### src/rtl/matrix_loader_if.sv
// rtl/matrix_loader_if.sv - host byte bus, stored operands and result bundle for matrix_loader
interface matrix_loader_if #(
    parameter int DATA_W  = 8,
    parameter int MAX_DIM = 2,
    parameter int RES_W   = 17
);
    logic [DATA_W-1:0]                  data_send;
    logic [1:0]                         ctrl_logic;
    logic [DATA_W-1:0]                  r1;
    logic [DATA_W-1:0]                  c1;
    logic [DATA_W-1:0]                  r2;
    logic [DATA_W-1:0]                  c2;
    logic [MAX_DIM*MAX_DIM*DATA_W-1:0]  mat1;
    logic [MAX_DIM*MAX_DIM*DATA_W-1:0]  mat2;
    logic [MAX_DIM*MAX_DIM*RES_W-1:0]   result;
    logic                               result_valid;
    logic                               dim_error;

    modport master (
        output data_send, ctrl_logic,
        input  r1, c1, r2, c2, mat1, mat2, result, result_valid, dim_error
    );

    modport slave (
        input  data_send, ctrl_logic,
        output r1, c1, r2, c2, mat1, mat2, result, result_valid, dim_error
    );
endinterface

### src/rtl/matrix_loader.sv
// rtl/matrix_loader.sv - byte-serial loader for two operand matrices with registered multiply on EXEC
module matrix_loader #(
    parameter int DATA_W  = 8,
    parameter int MAX_DIM = 2,
    parameter int RES_W   = 17
) (
    input  logic           CLK,
    input  logic           RST,
    matrix_loader_if.slave bus
);
    localparam int NN    = MAX_DIM * MAX_DIM;
    localparam int PTR_W = $clog2(2 * NN + 1);
    localparam int IDX_W = (NN > 1) ? $clog2(NN) : 1;

    localparam logic [1:0] CTRL_DATA = 2'd0;
    localparam logic [1:0] CTRL_SIZE = 2'd1;
    localparam logic [1:0] CTRL_EXEC = 2'd2;

    localparam logic [2:0]        SIZE_FULL = 3'd4;
    localparam logic [PTR_W-1:0]  DATA_FULL = PTR_W'(2 * NN);
    localparam logic [PTR_W-1:0]  MAT2_BASE = PTR_W'(NN);
    localparam logic [DATA_W-1:0] DIM_MAX   = DATA_W'(MAX_DIM);

    // dims[0..3] = R1, C1, R2, C2
    logic [DATA_W-1:0] dims [4];
    logic [2:0]        size_ptr;
    logic [PTR_W-1:0]  data_ptr;
    logic [DATA_W-1:0] m1 [NN];
    logic [DATA_W-1:0] m2 [NN];
    logic [RES_W-1:0]  res_q [NN];
    logic [RES_W-1:0]  prod [NN];
    logic              result_valid_q;
    logic              dim_error_q;
    logic              dims_ok;
    logic              load_full;
    logic [IDX_W-1:0]  m1_idx;
    logic [IDX_W-1:0]  m2_idx;

    assign m1_idx    = IDX_W'(data_ptr);
    assign m2_idx    = IDX_W'(data_ptr - MAT2_BASE);
    assign load_full = (size_ptr == SIZE_FULL) && (data_ptr == DATA_FULL);

    always_comb begin
        dims_ok = (dims[1] == dims[2]);
        for (int d = 0; d < 4; d++) begin
            if (dims[d] == '0 || dims[d] > DIM_MAX) begin
                dims_ok = 1'b0;
            end
        end
    end

    // Storage is always N-wide; terms outside the captured dimensions are masked off.
    always_comb begin
        for (int i = 0; i < MAX_DIM; i++) begin
            for (int j = 0; j < MAX_DIM; j++) begin
                prod[i*MAX_DIM+j] = '0;
                for (int k = 0; k < MAX_DIM; k++) begin
                    if (i < int'(dims[0]) && j < int'(dims[3]) && k < int'(dims[1])) begin
                        prod[i*MAX_DIM+j] = prod[i*MAX_DIM+j]
                            + RES_W'(m1[i*MAX_DIM+k]) * RES_W'(m2[k*MAX_DIM+j]);
                    end
                end
            end
        end
    end

    always_ff @(posedge CLK) begin
        if (RST) begin
            for (int d = 0; d < 4; d++) dims[d] <= '0;
            for (int e = 0; e < NN; e++) begin
                m1[e]    <= '0;
                m2[e]    <= '0;
                res_q[e] <= '0;
            end
            size_ptr       <= '0;
            data_ptr       <= '0;
            result_valid_q <= 1'b0;
            dim_error_q    <= 1'b0;
        end else begin
            result_valid_q <= 1'b0;
            case (bus.ctrl_logic)
                CTRL_SIZE: begin
                    if (size_ptr < SIZE_FULL) begin
                        dims[size_ptr[1:0]] <= bus.data_send;
                        size_ptr            <= size_ptr + 3'd1;
                    end
                end
                CTRL_DATA: begin
                    if (data_ptr < DATA_FULL) begin
                        if (data_ptr < MAT2_BASE) m1[m1_idx] <= bus.data_send;
                        else                      m2[m2_idx] <= bus.data_send;
                        data_ptr <= data_ptr + PTR_W'(1);
                    end
                end
                CTRL_EXEC: begin
                    size_ptr <= '0;
                    data_ptr <= '0;
                    if (load_full) begin
                        result_valid_q <= 1'b1;
                        dim_error_q    <= ~dims_ok;
                        for (int e = 0; e < NN; e++) begin
                            res_q[e] <= dims_ok ? prod[e] : '0;
                        end
                    end
                end
                default: ;
            endcase
        end
    end

    assign bus.r1           = dims[0];
    assign bus.c1           = dims[1];
    assign bus.r2           = dims[2];
    assign bus.c2           = dims[3];
    assign bus.result_valid = result_valid_q;
    assign bus.dim_error    = dim_error_q;

    for (genvar g = 0; g < NN; g++) begin : g_pack
        assign bus.mat1[g*DATA_W +: DATA_W]  = m1[g];
        assign bus.mat2[g*DATA_W +: DATA_W]  = m2[g];
        assign bus.result[g*RES_W +: RES_W]  = res_q[g];
    end
endmodule

### src/flat_wrapper.sv
// flat-port wrapper written by rule: the top's interface ports become plain ports
module matrix_loader_flat 
#(
    parameter int DATA_W  = 8,
    parameter int MAX_DIM = 2,
    parameter int RES_W   = 17
)
  (CLK, RST, bus_data_send, bus_ctrl_logic, bus_r1, bus_c1, bus_r2, bus_c2, bus_mat1, bus_mat2, bus_result, bus_result_valid, bus_dim_error);
  matrix_loader_if #(.DATA_W(DATA_W), .MAX_DIM(MAX_DIM), .RES_W(RES_W)) bus_i ();
  input  logic CLK;
  input  logic RST;
  input wire logic [$bits(bus_i.data_send)-1:0] bus_data_send;
  input wire logic [$bits(bus_i.ctrl_logic)-1:0] bus_ctrl_logic;
  output wire logic [$bits(bus_i.r1)-1:0] bus_r1;
  output wire logic [$bits(bus_i.c1)-1:0] bus_c1;
  output wire logic [$bits(bus_i.r2)-1:0] bus_r2;
  output wire logic [$bits(bus_i.c2)-1:0] bus_c2;
  output wire logic [$bits(bus_i.mat1)-1:0] bus_mat1;
  output wire logic [$bits(bus_i.mat2)-1:0] bus_mat2;
  output wire logic [$bits(bus_i.result)-1:0] bus_result;
  output wire logic [$bits(bus_i.result_valid)-1:0] bus_result_valid;
  output wire logic [$bits(bus_i.dim_error)-1:0] bus_dim_error;
  assign bus_i.data_send = bus_data_send;
  assign bus_i.ctrl_logic = bus_ctrl_logic;
  assign bus_r1 = bus_i.r1;
  assign bus_c1 = bus_i.c1;
  assign bus_r2 = bus_i.r2;
  assign bus_c2 = bus_i.c2;
  assign bus_mat1 = bus_i.mat1;
  assign bus_mat2 = bus_i.mat2;
  assign bus_result = bus_i.result;
  assign bus_result_valid = bus_i.result_valid;
  assign bus_dim_error = bus_i.dim_error;
  matrix_loader #(.DATA_W(DATA_W), .MAX_DIM(MAX_DIM), .RES_W(RES_W)) u_core (.CLK(CLK), .RST(RST), .bus(bus_i));
endmodule
### config.mk
export PLATFORM = sky130hd
export DESIGN_NAME = matrix_loader_flat
export DESIGN_NICKNAME = d
export VERILOG_FILES = /design/src/rtl/matrix_loader_if.sv /design/src/rtl/matrix_loader.sv /design/src/flat_wrapper.sv
export SDC_FILE = /design/constraint.sdc
export NUM_CORES = 1
export LEC_CHECK = 0
export BUFFER_PORTS_ARGS = -buffer_cell sky130_fd_sc_hd__buf_2
export CORE_ASPECT_RATIO = 0.8
export CORE_UTILIZATION = 32
export DETAILED_ROUTE_END_ITERATION = 16
export GPL_ROUTABILITY_DRIVEN = 0
export PLACE_DENSITY = 0.54
export SLEW_MARGIN = 10
export SYNTH_ARGS = -nofsm -noshare
export SYNTH_HDL_FRONTEND = slang
export SYNTH_SLANG_ARGS = --single-unit
### constraint.sdc
create_clock -name CLK -period 21 [get_ports CLK]
set_clock_uncertainty 0.1 [all_clocks]
set_input_delay 1.05 -clock CLK [delete_from_list [all_inputs] [get_ports CLK]]
set_output_delay 1.05 -clock CLK [all_outputs]
set_load 0.03 [all_outputs]
==> results of run 1 <==
==> routing by layer <==
metal	vias up	track usage, %	routed length, um	part of all wire [%]
met5	-	0	0	0
li1	9243	-	-	-
met4	0	5.040	1556	2.0
met2	472	28.84	33160	44
met3	70	4.455	5234	6.9
met1	9729	26.30	36080	47
==> report_power, final <==
| group | switching (mW) | internal [mW] |
|---|---|---|
| Sequential | 0.0355 | 0.390 |
| Clock | 0.181 | 0.185 |
| Combinational | 0.629 | 0.445 |
| Total | 0.845 | 1.02 |
==> flip-flops by register name, summed over array words and instances (netlist names) <==
| signal | flops |
|---|---|
| u_core.dims | 32 |
| u_core.data_ptr | 4 |
| u_core.size_ptr | 3 |
| u_core.bus.dim_error | 1 |
| u_core.res_q | 68 |
| u_core.m2 | 32 |
| u_core.m1 | 32 |
| u_core.bus.result_valid | 1 |
==> worst min-delay path, stage by stage (launching register included) <==
cell and delay, ns:
sky130_fd_sc_hd__dfxtp_1 0.32, sky130_fd_sc_hd__inv_1 0.05, sky130_fd_sc_hd__a211oi_1 0.06
==> layout make-up <==
| class | instances | share of cell area (%) |
|---|---|---|
| multi-input cells | 2038 | 64.65 |
| flip-flops and latches | 173 | 17.79 |
| inverters | 536 | 7.010 |
| well taps | 1092 | 4.761 |
| repair buffers | 195 | 3.557 |
| clock buffers | 18 | 1.530 |
| clock inverters | 14 | 0.6757 |
| diodes | 3 | 0.02616 |
==> synth_stat cells (4+ instances only) <==
cell / number / area [sq um]
sky130_fd_sc_hd__o21ai_0: 56 / 280.3
sky130_fd_sc_hd__or3_1: 8 / 50.05
sky130_fd_sc_hd__a211oi_1: 25 / 187.7
sky130_fd_sc_hd__ha_1: 292 / 3654
sky130_fd_sc_hd__nor3_1: 24 / 120.1
sky130_fd_sc_hd__fa_1: 348 / 6967
sky130_fd_sc_hd__a21o_1: 34 / 255.2
sky130_fd_sc_hd__buf_2: 7 / 35.03
sky130_fd_sc_hd__dfxtp_1: 9 / 180.2
sky130_fd_sc_hd__mux2i_1: 5 / 50.05
sky130_fd_sc_hd__nand2_1: 319 / 1197
sky130_fd_sc_hd__xor2_1: 27 / 236.5
sky130_fd_sc_hd__inv_1: 535 / 2008
sky130_fd_sc_hd__a22oi_1: 4 / 30.03
sky130_fd_sc_hd__or4_1: 5 / 37.54
sky130_fd_sc_hd__o22ai_1: 4 / 25.02
sky130_fd_sc_hd__o31a_1: 7 / 61.31
sky130_fd_sc_hd__xnor2_1: 51 / 446.7
sky130_fd_sc_hd__nand2b_1: 10 / 62.56
sky130_fd_sc_hd__a21oi_2: 10 / 87.58
sky130_fd_sc_hd__nor2_1: 128 / 480.5
sky130_fd_sc_hd__clkbuf_1: 90 / 337.8
sky130_fd_sc_hd__and3_1: 10 / 62.56
sky130_fd_sc_hd__edfxtp_1: 164 / 4925
sky130_fd_sc_hd__a21oi_1: 84 / 420.4
sky130_fd_sc_hd__a31oi_1: 17 / 106.4
sky130_fd_sc_hd__nor2b_1: 14 / 87.58
sky130_fd_sc_hd__or2_2: 9 / 56.30
sky130_fd_sc_hd__buf_6: 4 / 45.04
sky130_fd_sc_hd__nor4_1: 6 / 37.54
sky130_fd_sc_hd__nand4_1: 12 / 75.07
sky130_fd_sc_hd__nand3_1: 38 / 190.2
sky130_fd_sc_hd__and2_1: 397 / 2484
sky130_fd_sc_hd__or2_1: 5 / 31.28
sky130_fd_sc_hd__o21bai_1: 10 / 75.07
sky130_fd_sc_hd__o21a_1: 22 / 165.2
sky130_fd_sc_hd__o31ai_1: 5 / 37.54
sky130_fd_sc_hd__o32a_1: 6 / 60.06
==> final timing paths <==
kind	slack, ns	to	from
max reg2reg	12.62	u_core.res_q[0][16]$_SDFFCE_PN0P_	u_core.m2[0][5]$_SDFFCE_PN0P_
min	0.37	u_core.bus.dim_error$_SDFFE_PP0P_	u_core.bus.dim_error$_SDFFE_PP0P_
min reg2reg	0.37	u_core.bus.dim_error$_SDFFE_PP0P_	u_core.bus.dim_error$_SDFFE_PP0P_
max	12.62	u_core.res_q[0][16]$_SDFFCE_PN0P_	u_core.m2[0][5]$_SDFFCE_PN0P_
==> logic make-up (layout without fill, tap and decap cells) <==
logic type | after synthesis | count (layout)
flops | 173 | 173
fa+ha+maj | 640 | 640
buf+inv | 639 | 763
xor+xnor | 78 | 78
compound gates | 317 | 317
other cells | 0 | 3
simple gates | 996 | 996
mux | 7 | 7
==> flow_metrics.env, run 1 <==
export IMPL_result_of_the_run="finished clean"
export IMPL_syn_mean_instance_area_sq_um=9.159
export IMPL_drt_pass1_iter_count=5
export IMPL_number_of_flops_mapped_to_enable_cells_by_yosys=164
export IMPL_detailedRoute_firstIterationViolations=1272
export IMPL_rr_worst_depth=27
export IMPL_tritoncts_num_buffers=17
export IMPL_muxShareOfSynthArea_pct=0.2780
export IMPL_cts_repair_resized=0
export IMPL_hpwlAfterDp_um=59080
export IMPL_leakagePower_nw=13.94
export IMPL_post_route_min_period_ns=8.378
export IMPL_fmaxAchievable_mhz=119.4
export IMPL_cp_required_ns=21.12
export IMPL_die_y_um=257.5
export IMPL_pin_count_of_the_biggest_net_entering_global_routing=60
export IMPL_clk_root_buffer_cell="sky130_fd_sc_hd__clkbuf_16"
export IMPL_ys_warnings_count=0
export IMPL_synth_area_in_compound_gates_pct=8.072
export IMPL_synth_ff_latch_count=173
export IMPL_synth_lib_cells_used_distinct=71
export IMPL_synth_yosys_seq_area_share_pct=19.56
export IMPL_storage_element_area_sq_um=5105
export IMPL_wl_per_cell_um=18.69
export IMPL_fin_hold_ws_ns=0.3659
export IMPL_final_antenna_net_count=0
export IMPL_detail_route_drc_violations=0
export IMPL_critPathKind="reg2reg"
export IMPL_min_period_over_period_pct=39.89
export IMPL_post_synth_and_or_nand_nor_area_fraction_pct=19.39
export IMPL_layout_cells_non_filler=4069
export IMPL_post_place_cells=4034
export IMPL_io_buffers=177
export IMPL_clk_pin_slew_ns=0.08
export IMPL_insertion_delay_ns=0.52
export IMPL_synthCells=2850
export IMPL_crit_path_end_kind="flip-flop"
export IMPL_vdd_ir_drop_worst_uv=65.54
export IMPL_pins_over_slew_limit=0
export IMPL_global_route_usage_total_pct=18.79
export IMPL_grt_pass1_wl_um=117400
export IMPL_cts_repair_timing_setup_buffer_count=0
export IMPL_initial_core_util_pct=32.37
export IMPL_max_cap_violations=0
export IMPL_layout_filler_cells=8413
export IMPL_num_io_pins=178
export IMPL_worstSetupStartpointType="flip-flop"
export IMPL_clock_tree_htree_level_count=4
export IMPL_synth_xor_area_share_pct=2.617
export IMPL_layout_setup_ws_ns=12.62
export IMPL_slowest_delay_ns=0.82
export IMPL_multi_input_area_sq_um=18560
export IMPL_critical_path_most_common_cell="sky130_fd_sc_hd__fa_1"
export IMPL_cts_sinks=173
export IMPL_synthAdderAreaFrac_pct=40.69
export IMPL_timing_critical_path_slowest_stage_cell="sky130_fd_sc_hd__edfxtp_1"
export IMPL_power_density_of_the_placed_cells_nw_per_um2=64.98
export IMPL_post_drt_via_cell_ratio=4.796
export IMPL_setup_violations_final=0
export IMPL_syn_area_sq_um=26100
export IMPL_ctsHoldBuffers=0
export IMPL_final_cell_area_sq_um=28700
export IMPL_worst_path_dominant_cell_family="adder cells"
export IMPL_num_rows=93
export IMPL_setup_repair_after_global_routing_missed_its_margin="no"
export IMPL_min_path_cells=2
export IMPL_most_common_layout_cells="sky130_fd_sc_hd__inv_1, sky130_fd_sc_hd__and2_1, sky130_fd_sc_hd__fa_1"
export IMPL_holdCritPathClass="reg2reg"
export IMPL_final_core_util_pct=35.59
export IMPL_cp_buffers_inverters=6
export IMPL_finalHoldViolCount=0
export IMPL_most_frequent_standard_cell_in_the_layout_excluding_fill_and_tap_cells="sky130_fd_sc_hd__inv_1"
export IMPL_worst_endpoint_arrival_ns=8.50
export IMPL_initial_antenna_violation_count=5
export IMPL_final_nets=3613
export IMPL_grt_overflow_total=0
export IMPL_number_of_vias_after_detailed_routing=19510
export IMPL_placement_setup_worst_slack_ns=12.58
export IMPL_die_w_um=321.3
export IMPL_placeableCoreArea_sq_um=80640
export IMPL_cts_tree="built"
export IMPL_power_total_mw=1.865
export IMPL_number_of_buffers_between_clock_root_and_the_deepest_sink=2
export IMPL_syn2layout_area_growth_pct=9.951
export IMPL_crit_path_max_fanout=17
export IMPL_critical_path_depth=27
export IMPL_worst_max_slew_margin_expressed_relative_to_the_limit_pct=27.68
export IMPL_fp_dieArea_sq_um=82720
export IMPL_main_combinational_cell_family_by_area_after_synthesis="adder cells"
export IMPL_grt_pass1_vias=19990
export IMPL_async_flop_share_pct=0
export IMPL_synth_net_count=3502
export IMPL_worst_slew_pin_slew_ns=1.075
export IMPL_final_layout_size_suffix_gt1_share_pct=8.843
export IMPL_drt_wl_total_um=76030
export IMPL_synthFlopType="sky130_fd_sc_hd__edfxtp_1"
export IMPL_totalNegativeSetupSlack_ns=0
export IMPL_postPlaceCellArea_sq_um=28060
Power figures use the tool's default switching activity.
==> run 2: changes to the inputs <==
==> constraint.sdc (replaced) <==
create_clock -name CLK -period 8.7 [get_ports CLK]
set_clock_uncertainty 0.1 [all_clocks]
set_input_delay 0.435 -clock CLK [delete_from_list [all_inputs] [get_ports CLK]]
set_output_delay 0.435 -clock CLK [all_outputs]
set_load 0.03 [all_outputs]
==> run 2 against run 1 <==
Cell count is 0.59% higher. Clock power is 120% higher. Setup slack worse by 12 ns. Global-route usage is 0.59 points higher. Largest power group unchanged. Hold slack worse by 0.15 ns. Die area stayed put. Sequential share of layout area is 0.081 points lower. First-iteration DRC count is 6.4% lower. Critical path type unchanged. Clock-buffer cell count is 1 higher. Core utilization is 0.16 points higher. Total power is 140% higher. Routed wire length is 3.4% higher.
==> flow_metrics.env, run 2 (synthesis results as in run 1) <==
export IMPL_pins_over_slew_limit=0
export IMPL_placeableCoreArea_sq_um=80640
export IMPL_pin_count_of_the_biggest_net_entering_global_routing=60
export IMPL_wl_per_cell_um=19.22
export IMPL_most_frequent_standard_cell_in_the_layout_excluding_fill_and_tap_cells="sky130_fd_sc_hd__inv_1"
export IMPL_grt_overflow_total=0
export IMPL_ctsHoldBuffers=0
export IMPL_setup_repair_after_global_routing_missed_its_margin="no"
export IMPL_timing_critical_path_slowest_stage_cell="sky130_fd_sc_hd__edfxtp_1"
export IMPL_antenna_diode_count=0
export IMPL_holdCritPathClass="in2reg"
export IMPL_cts_sinks=173
export IMPL_post_drt_via_cell_ratio=4.827
export IMPL_min_period_over_period_pct=95.27
export IMPL_worst_endpoint_arrival_ns=8.42
export IMPL_grt_pass1_vias=20190
export IMPL_leakagePower_nw=14.05
export IMPL_layout_cells_non_filler=4093
export IMPL_largest_register="u_core.res_q"
export IMPL_power_density_of_the_placed_cells_nw_per_um2=154.5
export IMPL_r2r_setup_slack_ns=0.41
export IMPL_crit_path_end_kind="flip-flop"
export IMPL_global_route_usage_total_pct=19.38
export IMPL_most_common_layout_cells="sky130_fd_sc_hd__inv_1, sky130_fd_sc_hd__and2_1, sky130_fd_sc_hd__fa_1"
export IMPL_setup_violations_final=0
export IMPL_final_layout_size_suffix_gt1_share_pct=9.630
export IMPL_clock_tree_htree_level_count=4
export IMPL_hpwlAfterDp_um=61320
export IMPL_worstSetupStartpointType="flip-flop"
export IMPL_die_y_um=257.5
export IMPL_initial_core_util_pct=32.37
export IMPL_cts_tree="built"
export IMPL_worst_path_dominant_cell_family="adder cells"
export IMPL_worst_slew_pin_slew_ns=1.054
export IMPL_io_buffers=177
export IMPL_num_rows=93
export IMPL_cp_buffers_inverters=6
export IMPL_worst_max_slew_margin_expressed_relative_to_the_limit_pct=29.11
export IMPL_tritoncts_num_buffers=17
export IMPL_cts_repair_resized=0
export IMPL_drt_wl_total_um=78650
export IMPL_critical_path_most_common_cell="sky130_fd_sc_hd__fa_1"
export IMPL_insertion_delay_ns=0.51
export IMPL_max_cap_violations=0
export IMPL_cp_required_ns=8.83
export IMPL_initial_antenna_violation_count=8
export IMPL_fmaxAchievable_mhz=120.7
export IMPL_grt_pass1_wl_um=121000
export IMPL_post_place_cells=4052
export IMPL_number_of_vias_after_detailed_routing=19760
export IMPL_fp_dieArea_sq_um=82720
export IMPL_totalNegativeSetupSlack_ns=0
export IMPL_final_nets=3640
export IMPL_final_antenna_net_count=0
export IMPL_syn2layout_area_growth_pct=10.45
export IMPL_clk_root_buffer_cell="sky130_fd_sc_hd__clkbuf_16"
export IMPL_drt_pass1_iter_count=5
export IMPL_number_of_buffers_between_clock_root_and_the_deepest_sink=2
export IMPL_critPathKind="reg2reg"
export IMPL_result_of_the_run="finished clean"
export IMPL_crit_path_max_fanout=17
export IMPL_num_io_pins=178
export IMPL_finalHoldViolCount=0
export IMPL_detailedRoute_firstIterationViolations=1191
export IMPL_detail_route_drc_violations=0
export IMPL_largest_register_ff_count=68
export IMPL_die_w_um=321.3
export IMPL_clk_pin_slew_ns=0.08
export IMPL_post_route_min_period_ns=8.288
export IMPL_slowest_delay_ns=0.74
export IMPL_vdd_ir_drop_worst_uv=163.7
## run 2: cell types whose count changed in the layout (fill, tap and decap cells not counted), sizes merged
cell,delta
clkinv,-3
clkinvlp,+3
buf,+27
clkbuf,+1
bufinv,-2
inv,+1
diode,-3
## run 2: through the flow
stage	hold WS [ns]	instance area (sq um)	setup slack (ns)	power, mW	util, %
finish	0.2148	28830	0.4118	4.455	35.75
floorplan	0.3931	26100	0.8772	3.020	-
CTS	0.1792	28760	0.3150	4.494	35.67
global placement	0.3544	28190	0.4921	3.647	34.96
global route	0.2450	28830	0.01954	4.878	35.75
detailed placement	0.3513	28190	0.3226	3.661	34.96
## run 2: where the power goes
part / leakage [nW] / total, mW / internal (mW) / switching (mW)
combinational: 12.0 / 2.63 / 1.08 / 1.55
sequential: 1.77 / 1.02 / 0.941 / 0.0758
clock: 0.267 / 0.807 / 0.385 / 0.422
total: 14.0 / 4.46 / 2.41 / 2.05
## run 2: layer usage
metal  global-route usage (%)  up-vias  wire length [um]
met5                        0        -                 0
met4                    5.013        0              1355
met3                    3.550       62              5311
met2                    30.17      569             34770
met1                    27.51     9835             37220
li1                         -     9290                 -
## run 2: worst register-to-register path: stages, from the launching register on
cell and delay [ns]:
sky130_fd_sc_hd__edfxtp_1 0.74, sky130_fd_sc_hd__nand2_1 0.14, sky130_fd_sc_hd__fa_1 0.49, sky130_fd_sc_hd__fa_1 0.55, sky130_fd_sc_hd__inv_1 0.07, sky130_fd_sc_hd__fa_1 0.48
sky130_fd_sc_hd__inv_1 0.05, sky130_fd_sc_hd__fa_1 0.48, sky130_fd_sc_hd__inv_1 0.04, sky130_fd_sc_hd__ha_1 0.29, sky130_fd_sc_hd__o21a_1 0.11, sky130_fd_sc_hd__o31a_1 0.12
sky130_fd_sc_hd__a21oi_1 0.33, sky130_fd_sc_hd__nand2_1 0.14, sky130_fd_sc_hd__fa_1 0.53, sky130_fd_sc_hd__fa_1 0.51, sky130_fd_sc_hd__inv_1 0.05, sky130_fd_sc_hd__fa_1 0.53
sky130_fd_sc_hd__inv_1 0.05, sky130_fd_sc_hd__fa_1 0.48, sky130_fd_sc_hd__inv_1 0.05, sky130_fd_sc_hd__ha_1 0.32, sky130_fd_sc_hd__or3_1 0.39, sky130_fd_sc_hd__a31oi_1 0.36
sky130_fd_sc_hd__o21ai_0 0.20, sky130_fd_sc_hd__a31oi_1 0.23, sky130_fd_sc_hd__xnor2_1 0.14, sky130_fd_sc_hd__nor3_1 0.06
## run 2: what timing repair did
action | in CTS | in global routing
setup endpoints to repair | 0 | 2
hold endpoints to repair | 0 | 0
buffers inserted | 0 | 9
## run 2: worst paths after layout
path / startpoint / depth (start not counted) / end
worst max-delay path: u_core.m2[0][4]$_SDFFCE_PN0P_ / 27 / u_core.res_q[0][16]$_SDFFCE_PN0P_
worst min-delay path: bus_ctrl_logic[0] / 3 / u_core.size_ptr[2]$_SDFFE_PP0P_
worst max register to register: u_core.m2[0][4]$_SDFFCE_PN0P_ / 27 / u_core.res_q[0][16]$_SDFFCE_PN0P_
worst min register to register: u_core.bus.dim_error$_SDFFE_PP0P_ / 2 / u_core.bus.dim_error$_SDFFE_PP0P_
## run 2: cell type report
cell class | instances | area [sq um]
Fill cell | 8384 | 51810
Clock inverter | 13 | 126.4
Tap cell | 1092 | 1366
Sequential cell | 173 | 5105
Multi-Input combinational cell | 2038 | 18560
Clock buffer | 19 | 442.9
Timing Repair Buffer | 222 | 1224
Inverter | 536 | 2012
